<file path="config.mk">
export PLATFORM = sky130hd
export DESIGN_NAME = instruction_fetch
export DESIGN_NICKNAME = d
export VERILOG_FILES = /design/src/rtl/instruction_fetch.sv
export SDC_FILE = /design/constraint.sdc
export NUM_CORES = 1
export LEC_CHECK = 0
export ABC_CLOCK_PERIOD_IN_PS = 4700
export BUFFER_PORTS_ARGS = -buffer_cell sky130_fd_sc_hd__buf_2
export CAP_MARGIN = 0
export CORE_MARGIN = 3
export CORE_UTILIZATION = 43
export CTS_BUF_LIST = sky130_fd_sc_hd__clkbuf_8
export DETAILED_ROUTE_END_ITERATION = 8
export PLACE_DENSITY = 0.7
export SKIP_CTS_REPAIR_TIMING = 1
export SYNTH_ARGS = -nofsm -noshare
export SYNTH_HDL_FRONTEND = slang
export SYNTH_SLANG_ARGS = --single-unit
export TNS_END_PERCENT = 10
</file>
<file path="constraint.sdc">
create_clock -name Clock -period 4.7 [get_ports Clock]
set_clock_uncertainty 0.05 [all_clocks]
set_input_delay 0.47 -clock Clock [delete_from_list [all_inputs] [get_ports Clock]]
set_output_delay 0.47 -clock Clock [all_outputs]
set_load 0.01 [all_outputs]
</file>
<file path="src/rtl/instruction_fetch.sv">
// instruction_fetch: PC owner issuing single-outstanding instruction reads, with redirect and stale-fetch drain
module instruction_fetch #(
    parameter int                    ADDR_WIDTH = 32,
    parameter logic [ADDR_WIDTH-1:0] RESET_PC   = '0
) (
    input  logic                  Clock,
    input  logic                  Reset,
    input  logic                  Enable,
    output logic                  MemRead,
    output logic [ADDR_WIDTH-1:0] MemAddr,
    input  logic                  MemReady,
    input  logic [31:0]           MemData,
    input  logic                  Redirect,
    input  logic [ADDR_WIDTH-1:0] RedirectPc,
    output logic                  InstrValid,
    input  logic                  InstrReady,
    output logic [31:0]           Instr,
    output logic [ADDR_WIDTH-1:0] InstrPc,
    output logic [ADDR_WIDTH-1:0] Pc
);
    typedef enum logic [1:0] {IDLE, FETCH, HOLD, DRAIN} state_t;

    state_t                state, state_next;
    logic [ADDR_WIDTH-1:0] pc_next, addr_next, ipc_next, redirect_pc;
    logic [31:0]           instr_next;
    logic                  read_next, valid_next, redirect_low_unused;

    assign redirect_pc         = {RedirectPc[ADDR_WIDTH-1:2], 2'b00};
    assign redirect_low_unused = ^RedirectPc[1:0];

    // State register; every output is registered from its next value
    always_ff @(posedge Clock) begin
        if (Reset) begin
            state      <= IDLE;
            Pc         <= RESET_PC;
            MemRead    <= 1'b0;
            MemAddr    <= '0;
            InstrValid <= 1'b0;
            Instr      <= '0;
            InstrPc    <= '0;
        end else begin
            state      <= state_next;
            Pc         <= pc_next;
            MemRead    <= read_next;
            MemAddr    <= addr_next;
            InstrValid <= valid_next;
            Instr      <= instr_next;
            InstrPc    <= ipc_next;
        end
    end

    // Next state and next outputs; a redirect always retargets the PC, the
    // outstanding request address never changes until memory answers
    always_comb begin
        state_next = state;
        pc_next    = Redirect ? redirect_pc : Pc;
        read_next  = MemRead;
        addr_next  = MemAddr;
        valid_next = InstrValid;
        instr_next = Instr;
        ipc_next   = InstrPc;
        case (state)
            IDLE: begin
                if (!Redirect && Enable) begin
                    state_next = FETCH;
                    read_next  = 1'b1;
                    addr_next  = Pc;
                end
            end
            FETCH: begin
                if (MemReady && Redirect) begin
                    state_next = Enable ? FETCH : IDLE;
                    read_next  = Enable;
                    addr_next  = Enable ? redirect_pc : MemAddr;
                end else if (MemReady) begin
                    state_next = HOLD;
                    instr_next = MemData;
                    ipc_next   = MemAddr;
                    valid_next = 1'b1;
                    pc_next    = Pc + ADDR_WIDTH'(4);
                    read_next  = 1'b0;
                end else if (Redirect) begin
                    state_next = DRAIN;
                end
            end
            HOLD: begin
                if (Redirect || InstrReady) begin
                    valid_next = 1'b0;
                    state_next = Enable ? FETCH : IDLE;
                    read_next  = Enable;
                    addr_next  = Enable ? pc_next : MemAddr;
                end
            end
            DRAIN: begin
                if (MemReady) begin
                    state_next = Enable ? FETCH : IDLE;
                    read_next  = Enable;
                    addr_next  = Enable ? pc_next : MemAddr;
                end
            end
            default: state_next = IDLE;
        endcase
    end
endmodule

</file>
# --- Word-level counts from Yosys, hierarchy flattened ---
# Cells that the tools add are included.
totals:
  n_memories: 0
  wordCells: 61
  out_inout_bits: 130
  in_bits: 70
  rom_bits: 0
  latch_bits: 0
  ram_bits: 0
  reg_bits: 132
classes:
  n_lt_le_gt_ge: 0
  n_bitwise: 1
  n_mul: 0
  div_mod_pow: 0
  shift: 0
  n_eq_ne: 12
  muxes: 29
  reduce_logical: 11
  n_addsub: 1
op_table:
  columns: ["op", "n"]
  rows:
  - ["$mux 32", 10]
  - ["$pmux 32 s4", 1]
  - ["$add 32x3->32 const B", 1]
  - ["$ne 2x2->1 const B", 7]
  - ["$mux 2", 6]
  - ["$reduce_and 4->1", 3]
  - ["$mux 1", 9]
  - ["$pmux 2 s4", 1]
  - ["$reduce_and 5->1", 1]
  - ["$eq 2x2->1 const B", 2]
  - ["$ne 4x4->1 const B", 1]
  - ["$pmux 1 s4", 1]
  - ["$ne 3x3->1 const B", 1]
  - ["$reduce_and 3->1", 1]
  - ["$eq 2x1->1 const B", 1]
  - ["$logic_and 1x1->1", 2]
  - ["$logic_not 2->1", 1]
  - ["$pmux 1 s2", 1]
  - ["$reduce_bool 2->1", 1]
  - ["$logic_not 1->1", 1]
  - ["$logic_or 1x1->1", 1]
  - ["$not 1->1", 1]

# --- Longest topological paths before layout ---
depth:
  word_depth: 4
  mapped_depth: 7
  ltp_nobuf: 5

# --- Worst setup path before layout ---
# Ideal clock, no wire load.
synth_timing:
  path_type: "reg-to-reg"
  from: "register Pc[2]"
  to: "register Pc[30]"
  path_stages_with_launch: 7
  synth_period_minus_slack_ps: 2009
  path_slack_ps: 2691
  path_buffers: 1
  setup_time_ps: 122
  required_ps: 4528
  arrival_time_ps: 1837
  cell_sequence: "dfxtp_1 ha_1 and4_1 clkbuf_1 nand4_1 or4_1 o311a_1"
synth_via:
  elab_chain_cells: 4
synth_lines:
  columns: ["item", "line_no", "source"]
  rows:
  - ["start, declared", "19", "output logic [ADDR_WIDTH-1:0] Pc"]
  - ["start signal, assigned", "43", "Pc <= pc_next;"]
  - ["$add 32x3->32", "80", "pc_next = Pc + ADDR_WIDTH'(4);"]
  - ["$mux 32", "75", "end else if (MemReady) begin"]
  - ["$mux 32", "71", "if (MemReady && Redirect) begin"]
  - ["$mux 32", "62", "case (state)"]
# Every way passes these cells.
# A chain may end at the register's enable or synchronous reset.

# --- Final worst setup path ---
layout_timing:
  from: "input port Redirect"
  to: "register Pc[16]"
layout_via:
  elab_chain_cells: 4
  elab_cells_between_ends: 5
  cone_classes: "mux: 4; reduce/logical: 1"
layout_lines:
  columns: ["item", "line_no", "source"]
  rows:
  - ["start, declared", "13", "input logic Redirect,"]
  - ["$mux 32", "56", "pc_next = Redirect ? redirect_pc : Pc;"]
  - ["$mux 32", "75", null]
  - ["$mux 32", "71", null]
  - ["$mux 32 (*)", "62", null]
# Mark *: on every way between the ends. The rest lies on a longest branch, timed or not.

==> qor.yml <==
synth:
  ys_top_cells_by_area: "dfxtp_1 46%, nand2_1 11%, a21oi_1 8.0%"
  ys_seq_elements: 132
  ys.flop_type: "dfxtp_1"
  yosysUniqueCellTypes: 49
  synth_compound_area_share_pct: 19.47
  syn_inst: 713
  synth_top_family_by_area: "simple AND/OR/NAND/NOR gates"
  netlist_area_um2: 5784
  syn_area_per_cell_um2: 8.113
  synth-warning-count: 0
  ys_seq_area_share_pct: 45.68
  synthArstFlopShare_pct: 0
  synthSimpleGateAreaFrac_pct: 22.63
  netlist.area_leader.share_pct: 45.68
  syn_nets: 784
  synth-adder-area-share_pct: 0.2163
  synthXorXnorAreaFrac_pct: 0.1514
  synth-edff-count: 0
  synthMuxAreaShare_pct: 7.138
  synth_area_leader_cell: "dfxtp_1"
cells_and_area:
  final_cell_mix: "196 x buf_2, 167 x nand2_1, 132 x dfxtp_1, 92 x a21oi_1, 44 x nor2_1"
  drive_above_1_share_pct: 26.69
  final_nets: 947
  mostFrequentLayoutCell: "buf_2"
  nFillCells: 1227
  area_growth_pct: 25.24
  final_area_um2: 7244
  register_area_um2: 2643
  multi_input_area_um2: 2919
  diodes: 0
global_routing:
  antenna_found_initial: 0
  grt_start_max_net_pins: 96
  grt_pass1_vias: 5314
  gr-usage-all-layers_pct: 21.71
  grt_first_pass_wirelength_mm: 25.99
  overflow: 0
sta:
  rsz0062_at_grt: "no"
  relSlewSlack_pct: 30.61
  postLayoutSetupSlackWorst_ns: 2.166
  fmax_ghz: 0.3947
  setup_violations: 0
  worst_pin_slew_ns: 1.041
  finalHoldViolations: 0
  drv_slew: 0
  setup_tns_ns: 0
  period_needed_ns: 2.534
  fin_crit_sh_pct: 53.91
power:
  p_leak_nw: 3.150
  totalPowerFinal_mw: 2.428
  irDropWorstVdd_mv: 0.2066
  p_per_area_nw_per_um2: 335.2
placement:
  hpwl_mm: 10.53
  pre_cts_ws_ns: 1.702
  placed_area_um2: 6844
  place_congestion: 0.7951
  portBuffers: 197
clocking:
  clk_path_buf_depth: 2
  clock-sinks: 132
  path_clk_slew_ns: 0.07
  cts_buffers: 17
  htreeDepth: 4
  cts_tree: "yes"
  clkLatencyLatePin_ns: 0.45
  cts_root_buffer: "clkbuf_8"
setup_path:
  crit_type: "in2reg"
  worstPathRequired_ns: 5.02
  crit_arrival_ns: 2.86
  critPathLaunchType: "input pin"
  critPathCaptureType: "register"
  crit_fanout: 46
die:
  pin_count: 200
  dieArea_um2: 14880
  die_w_um: 122.0
  die_h_um: 122.0
  core-area_um2: 12880
  initial_core_util_pct: 44.92
  rows: 41
min_path:
  holdCritPathClass: "in2reg"
job:
  maxCapViolations: 0
routing:
  wl_mm: 15.93
  wl_per_cell_um: 15.03
  drt_iter0_drc: 369
  postRouteAntennaNets: 0
  route.detailed.drc: 0
  vias: 5657
  drtPass1Iterations: 5
  via_per_inst: 5.337
status:
  outcome: "complete, no violations"
## cells in the mapped netlist (4+ instances only)
| cell type | number |
|---|---|
| nand2_1 | 167 |
| dfxtp_1 | 132 |
| a21oi_1 | 93 |
| nor2_1 | 44 |
| clkbuf_1 | 41 |
| mux2i_1 | 39 |
| a211oi_1 | 32 |
| nand4_1 | 14 |
| a31oi_1 | 13 |
| o21ai_0 | 13 |
| buf_2 | 10 |
| nand3_1 | 8 |
| buf_1 | 7 |
| inv_1 | 7 |
| nor3_1 | 7 |
| nor4_1 | 7 |
| or4_1 | 7 |
| and4_1 | 6 |
| and2_1 | 5 |
| and3_1 | 5 |
| o311ai_0 | 5 |
| a311oi_1 | 4 |
| nor2b_1 | 4 |
| o211ai_1 | 4 |
## registers in the layout, summed over array words and instances (netlist names)
register,cells
Instr,32
InstrPc,32
InstrValid,1
MemAddr,32
MemRead,1
Pc,32
state,2
## stage by stage
| step | utilization [%] | instances | hold WS [ns] |
|---|---|---|---|
| 3_3_place_gp | 53.15 | 1029 | 0.3879 |
| 5_1_grt | 56.26 | 1060 | 0.1760 |
| 2_1_floorplan | - | 713 | 0.4305 |
| 6_report | 56.26 | 1060 | 0.2018 |
| 3_5_place_dp | 53.15 | 1029 | 0.3932 |
| 4_1_cts | 56.26 | 1060 | 0.1591 |
## area by class of cell
type / count / area share, %
flip-flops and latches: 132 / 36.48
multi-input cells: 514 / 40.29
inverters: 7 / 0.3627
well taps: 172 / 2.971
clock buffers: 23 / 4.370
clock inverters: 8 / 1.157
repair buffers: 204 / 14.37
## layer usage
metal	routed length (um)	global-route usage, %	vias to the layer above
met5	0	0	-
met4	160	6.303	0
met3	1294	7.382	16
met2	7187	34.19	186
met1	7291	28.36	2599
li1	-	-	2856
## worst paths after layout
path                                   from           to  slack (ns)  cells past startpoint
worst min register to register  InstrPc[30]  InstrPc[30]        0.40                      2
worst max-delay path               Redirect       Pc[16]        2.17                      5
worst min-delay path             MemData[9]     Instr[9]        0.20                      3
worst max register to register     state[0]       Pc[16]        2.24                      4
## critical path: stages
cell,delay [ns]
buf_2,0.42
nand4bb_4,0.74
or4_4,0.71
or3_1,0.32
a31oi_1,0.17
## power by group
part	leakage, nW	internal, mW	total (mW)	switching (mW)
registers	1.07	1.16	1.21	0.0482
logic	1.85	0.109	0.257	0.147
clock network	0.224	0.544	0.963	0.419
## kinds of logic after synthesis
kind of cell             Yosys count
AO/OA/AOI/OAI                    182
XOR/XNOR                           1
adder cells (fa/ha/maj)            1
buffers and inverters             67
flip-flops                       132
multiplexers                      41
AND/OR/NAND/NOR                  289
(Power assumes the default switching activity.)
